--- src/rtl/dm_pkg.sv ---
// Shared types and helpers for the byte-wide data-memory access sequencer.
package dm_pkg;

  typedef enum logic [2:0] {
    DM_B  = 3'b000,
    DM_H  = 3'b001,
    DM_W  = 3'b010,
    DM_BU = 3'b100,
    DM_HU = 3'b101
  } dm_ctrl_e;

  typedef enum logic [1:0] {
    IDLE,
    XFER,
    RESP
  } dm_state_e;

  // Access length in bytes; only ctrl[1:0] matters for legal encodings.
  function automatic logic [2:0] dm_len(input logic [2:0] ctrl);
    case (ctrl[1:0])
      2'b00:   dm_len = 3'd1;
      2'b01:   dm_len = 3'd2;
      default: dm_len = 3'd4;
    endcase
  endfunction

endpackage

--- src/rtl/dm_load_extend.sv ---
// Combinational sign/zero extension of the assembled big-endian load value.
module dm_load_extend
  import dm_pkg::*;
(
  input  logic [31:0] acc,
  input  logic [2:0]  ctrl,
  output logic [31:0] rdata
);

  always_comb begin
    rdata = acc;
    case (ctrl)
      DM_B:    rdata = {{24{acc[7]}}, acc[7:0]};
      DM_H:    rdata = {{16{acc[15]}}, acc[15:0]};
      DM_BU:   rdata = {24'b0, acc[7:0]};
      DM_HU:   rdata = {16'b0, acc[15:0]};
      default: rdata = acc;
    endcase
  end

endmodule

--- src/rtl/dm_access_sequencer.sv ---
// Sequences B/H/W loads and stores onto a byte-wide memory, one byte per clock, big-endian.
// Define DM_ALIGN_CHECK_EN to reject misaligned halfword/word accesses.
module dm_access_sequencer
  import dm_pkg::*;
#(
  parameter int ADDR_W = 6
) (
  input  logic              clk,
  input  logic              rst,
  input  logic              req_valid,
  output logic              req_ready,
  input  logic              req_wr,
  input  logic [2:0]        req_ctrl,
  input  logic [31:0]       req_addr,
  input  logic [31:0]       req_wdata,
  output logic              rsp_valid,
  output logic [31:0]       rsp_rdata,
  output logic              rsp_err,
  output logic [ADDR_W-1:0] mem_addr,
  output logic              mem_we,
  output logic [7:0]        mem_wdata,
  input  logic [7:0]        mem_rdata
);

  dm_state_e         state_q, state_d;
  logic              wr_q, wr_d;
  logic [2:0]        ctrl_q, ctrl_d;
  logic [ADDR_W-1:0] addr_q, addr_d;
  logic [31:0]       wdata_q, wdata_d;
  logic [31:0]       acc_q, acc_d;
  logic [1:0]        idx_q, idx_d;
  logic              err_q, err_d;

  logic [2:0]  len;
  logic [2:0]  pos_full;
  logic [1:0]  pos;
  logic [31:0] wdata_sh;
  logic [31:0] ext_rdata;
  logic        req_err;
  logic        misalign;

  always_ff @(posedge clk or posedge rst) begin
    if (rst) begin
      state_q <= IDLE;
      wr_q    <= 1'b0;
      ctrl_q  <= 3'b0;
      addr_q  <= '0;
      wdata_q <= 32'b0;
      acc_q   <= 32'b0;
      idx_q   <= 2'b0;
      err_q   <= 1'b0;
    end else begin
      state_q <= state_d;
      wr_q    <= wr_d;
      ctrl_q  <= ctrl_d;
      addr_q  <= addr_d;
      wdata_q <= wdata_d;
      acc_q   <= acc_d;
      idx_q   <= idx_d;
      err_q   <= err_d;
    end
  end

`ifdef DM_ALIGN_CHECK_EN
  assign misalign = (req_ctrl[1:0] == 2'b01 && req_addr[0]) ||
                    (req_ctrl[1:0] == 2'b10 && (|req_addr[1:0]));
`else
  assign misalign = 1'b0;
`endif

  assign req_err = (req_ctrl == 3'b011) || (req_ctrl == 3'b110) || (req_ctrl == 3'b111) ||
                   (req_wr && req_ctrl[2]) || (|req_addr[31:ADDR_W]) || misalign;

  // Byte lane for this beat: beat 0 carries the most significant byte.
  assign len      = dm_len(ctrl_q);
  assign pos_full = len - 3'd1 - {1'b0, idx_q};
  assign pos      = pos_full[1:0];
  assign wdata_sh = wdata_q >> {pos, 3'b000};

  dm_load_extend u_ext (
    .acc   (acc_q),
    .ctrl  (ctrl_q),
    .rdata (ext_rdata)
  );

  always_comb begin
    state_d   = state_q;
    wr_d      = wr_q;
    ctrl_d    = ctrl_q;
    addr_d    = addr_q;
    wdata_d   = wdata_q;
    acc_d     = acc_q;
    idx_d     = idx_q;
    err_d     = err_q;
    req_ready = 1'b0;
    rsp_valid = 1'b0;
    rsp_rdata = 32'b0;
    rsp_err   = 1'b0;
    mem_addr  = '0;
    mem_we    = 1'b0;
    mem_wdata = 8'b0;
    case (state_q)
      IDLE: begin
        req_ready = !rst;
        if (req_valid && !rst) begin
          wr_d    = req_wr;
          ctrl_d  = req_ctrl;
          addr_d  = req_addr[ADDR_W-1:0];
          wdata_d = req_wdata;
          acc_d   = 32'b0;
          idx_d   = 2'b0;
          err_d   = req_err;
          state_d = req_err ? RESP : XFER;
        end
      end
      XFER: begin
        // Address arithmetic truncates to ADDR_W, so wrap-around is free.
        mem_addr = addr_q + {{(ADDR_W-2){1'b0}}, idx_q};
        if (wr_q) begin
          mem_we    = 1'b1;
          mem_wdata = wdata_sh[7:0];
        end else begin
          acc_d = acc_q | ({24'b0, mem_rdata} << {pos, 3'b000});
        end
        idx_d = idx_q + 2'd1;
        if ({1'b0, idx_q} == len - 3'd1) state_d = RESP;
      end
      RESP: begin
        rsp_valid = 1'b1;
        rsp_err   = err_q;
        rsp_rdata = (err_q || wr_q) ? 32'b0 : ext_rdata;
        state_d   = IDLE;
      end
      default: state_d = IDLE;
    endcase
  end

endmodule

--- config.mk ---
export PLATFORM = sky130hd
export DESIGN_NAME = dm_access_sequencer
export DESIGN_NICKNAME = d
export VERILOG_FILES = /design/src/rtl/dm_pkg.sv /design/src/rtl/dm_load_extend.sv /design/src/rtl/dm_access_sequencer.sv
export SDC_FILE = /design/constraint.sdc
export NUM_CORES = 1
export LEC_CHECK = 0
export ABC_CLOCK_PERIOD_IN_PS = 7800
export CAP_MARGIN = 20
export CORE_UTILIZATION = 50
export DETAILED_ROUTE_END_ITERATION = 10
export MAX_ROUTING_LAYER = met4
export PLACE_DENSITY_LB_ADDON = 0.2
export SYNTH_ARGS = -nofsm -noshare
export SYNTH_HDL_FRONTEND = slang
export SYNTH_SLANG_ARGS = --single-unit
--- constraint.sdc ---
create_clock -name clk -period 7.8 [get_ports clk]
set_input_delay 1.56 -clock clk [delete_from_list [all_inputs] [get_ports clk]]
set_output_delay 1.56 -clock clk [all_outputs]
set_load 0.02 [all_outputs]
==> impl_metrics.ini <==
[synth]
synthSimpleGateAreaFrac_pct = 11.60
synth-edff-count = 0
synthArstFlopShare_pct = 100.0
synth_compound_area_share_pct = 12.39
synth_top_family_by_area = multiplexers
synth_ff_type = dfrtp_1
postSynthAreaPerCell_sq_um = 11.19
syn_inst = 354
yosys_warnings = 0
syn-cell-area_sq_um = 3960
yosys.cell_types.count = 39
synth_fa_ha_area_share_pct = 1.453
synth.net_count = 437
synth_xor_area_share_pct = 1.517
ys_ff_latch = 79
muxShareOfSynthArea_pct = 17.85
yosysSeqAreaShare_pct = 49.92

[detailed_routing]
wl_per_cell_um = 16.04
firstDrtPassIters = 4
drt_iter0_markers = 126
wl_mm = 9.303
vias_per_cell = 5.434
drtAntennaViolNets = 0
dr_total_vias = 3152
drcViolationCount = 0

[critical_path]
path_max_fanout = 28
crit_buf_inv = 1
critPathLaunchType = register
max_stage_delay_ps = 930
worstPathArrival_ps = 3280
end_kind = output port
cp_top_family = flip-flops
critical_path_required_ps = 6240
cpMaxStageDelayCell = dfrtp_1
crit_type = register to output port
crit_chain = nor2_1 -> ha_1 -> nand2_1 -> o22ai_1 -> clkdlybuf4s50_1

[power_and_ir_drop]
combPwrFrac_pct = 19.2
power_density_nw_per_um2 = 190.5
p_int_uw = 768.0
leakage_uw = 0.002353
p_switching_uw = 276.4
ir_drop_mv = 0.1490
clockPowerShare_pct = 31.2
switching_share_pct = 26.47
p_seq_share_pct = 49.7

[final_layout]
final_core_util_pct = 71.31
n_fill_cell = 622
layout_commonest_cell = clkdlybuf4s50_1
diodes = 0
nNetsFinal = 556
seq_area_sq_um = 1977
final_cell_mix = clkdlybuf4s50_1 (128), dfrtp_1 (79), o21ai_0 (27)
multiInputGateArea_sq_um = 1785
design_area_sq_um = 5482
drive_above_1_share_pct = 14.23
synthToLayoutAreaGrowth_pct = 38.42

[global_routing]
grt_use_total_pct = 24.57
antenna_found_initial = 0
grt_pass1_vias = 3131
grt_max_degree = 96
grt_pass1_wl_mm = 15.33
global_route.overflow_total = 0

[clocking]
cts_buffer_depth = 2
cts_setup_buffers = 0
cts-root-buf = clkbuf_8
clk_pin_slew_worst_paths_ps = 80
cts_resized = 0
cts_buffers = 9
clock_latency_ps = 350
postCtsHoldBufs = 0
htreeDepth = 3
cts_tree = done
clock-sinks = 79

[hold_path]
hold_class = register to register

[timing]
drv_slew = 0
final_hold_viol_count = 0
setup_viol = 0
final.min_clock_period_ps = 4838
rsz0062_at_grt = false
holdWs_ps = 484.2
max_slew_margin_pct = 25.94
fin_crit_sh_pct = 62.03
max_freq_mhz = 206.7
setup_total_negative_slack_ps = 0
tightest_slew_ps = 1111
finalClockSkew_ps = 8.412

[die]
start_util_pct = 51.51
core-area_sq_um = 7687
row_count = 32
die_x_um = 91.00
pin_count = 129
die_y_um = 91.00
die_area_sq_um = 8280

[run_status]
status = finished clean

[placement]
portBuffers = 128
gp_congestion = 0.8096
dp_hpwl_mm = 6.412
place_area_sq_um = 5263

[run]
cap_viol_max_count = 0
[cell usage after synthesis, drive strengths merged, types with 2 or more instances]
master | instances | area share, %
a21oi | 26 | 3.3
a22o | 16 | 3.5
and2 | 13 | 2.1
and3 | 8 | 1.3
buf | 16 | 2.8
clkbuf | 8 | 0.76
dfrtp | 79 | 50
ha | 3 | 0.95
inv | 18 | 1.7
mux2 | 42 | 14
mux2i | 17 | 4.3
nand2 | 20 | 1.9
nand2b | 3 | 0.47
nand3 | 3 | 0.38
nand3b | 9 | 1.7
nand4 | 2 | 0.32
nor2 | 8 | 0.76
nor2b | 3 | 0.47
nor3 | 3 | 0.51
nor4 | 6 | 0.95
o21ai | 29 | 3.8
o22ai | 9 | 1.4
xnor2 | 3 | 0.85
xor2 | 3 | 0.66
[per-layer routing]
| layer | vias to the layer above | GRT usage, % | part of all wire, % |
|---|---|---|---|
| met5 | - | - | 0 |
| met4 | 0 | 10.85 | 2.1 |
| met3 | 14 | 4.104 | 4.5 |
| met2 | 90 | 39.84 | 51 |
| met1 | 1557 | 30.49 | 43 |
| li1 | 1491 | - | - |
[through the flow]
step	power, uW	cells	setup WS (ps)
5_1_grt	1097	580	2657
4_1_cts	1051	579	3008
3_5_place_dp	723.9	563	3358
2_1_floorplan	650.9	354	4177
6_report	1044	580	2962
3_3_place_gp	714.9	563	3392
[flip-flops by register name (all words and copies together), names as in the netlist]
register / count
state_q: 2
ctrl_q: 3
idx_q: 2
addr_q: 6
wr_q: 1
acc_q: 32
wdata_q: 32
err_q: 1
[kinds of logic (layout without fill, tap and decap cells)]
logic type	Yosys count	count (layout)
AOI/OAI and AO/OA	82	82
and+or+nand+nor	82	82
DFF	79	79
muxes	59	59
buffers and inverters	42	166
xor gates and xnor gates	6	6
adders and majority gates	4	4
[layout make-up]
type	instances	share of cell area (%)
clock buffers	9	2.260
well taps	102	2.328
inverters	18	1.255
multi-input cells	233	32.57
clock inverters	7	1.598
repair buffers	132	23.92
flip-flops and latches	79	36.06
[path summary, 6_finish.rpt]
check                                            from  slack, ps               endpoint  depth (start not counted)
worst max-delay path            ctrl_q[1]$_DFFE_PP0P_       2960           mem_wdata[2]                          5
worst min-delay path             acc_q[9]$_DFFE_PP0P_        480   acc_q[9]$_DFFE_PP0P_                          2
worst max register to register  ctrl_q[1]$_DFFE_PP0P_       5270  acc_q[16]$_DFFE_PP0P_                          6
worst min register to register   acc_q[9]$_DFFE_PP0P_        480   acc_q[9]$_DFFE_PP0P_                          2
max in group asynchronous                         rst       5250   acc_q[0]$_DFFE_PP0P_                          3
min in group asynchronous                         rst       1890      err_q$_DFFE_PP0P_                          3
[worst reg2reg max path, stage by stage, from the launching register on]
cell	delay, ps
dfrtp_1	930
nor2_1	150
ha_1	260
xor2_2	170
buf_4	240
nor2b_1	500
a22o_1	220
[power by group through the flow]
stage / Combinational (uW) / Sequential [uW] / Clock, uW
finish: 200 / 519 / 326
global route: 220 / 527 / 350
CTS: 202 / 518 / 331
detailed placement: 200 / 524 / 0
global placement: 194 / 521 / 0
floorplan: 149 / 502 / 0
(Power assumes the default switching activity.)
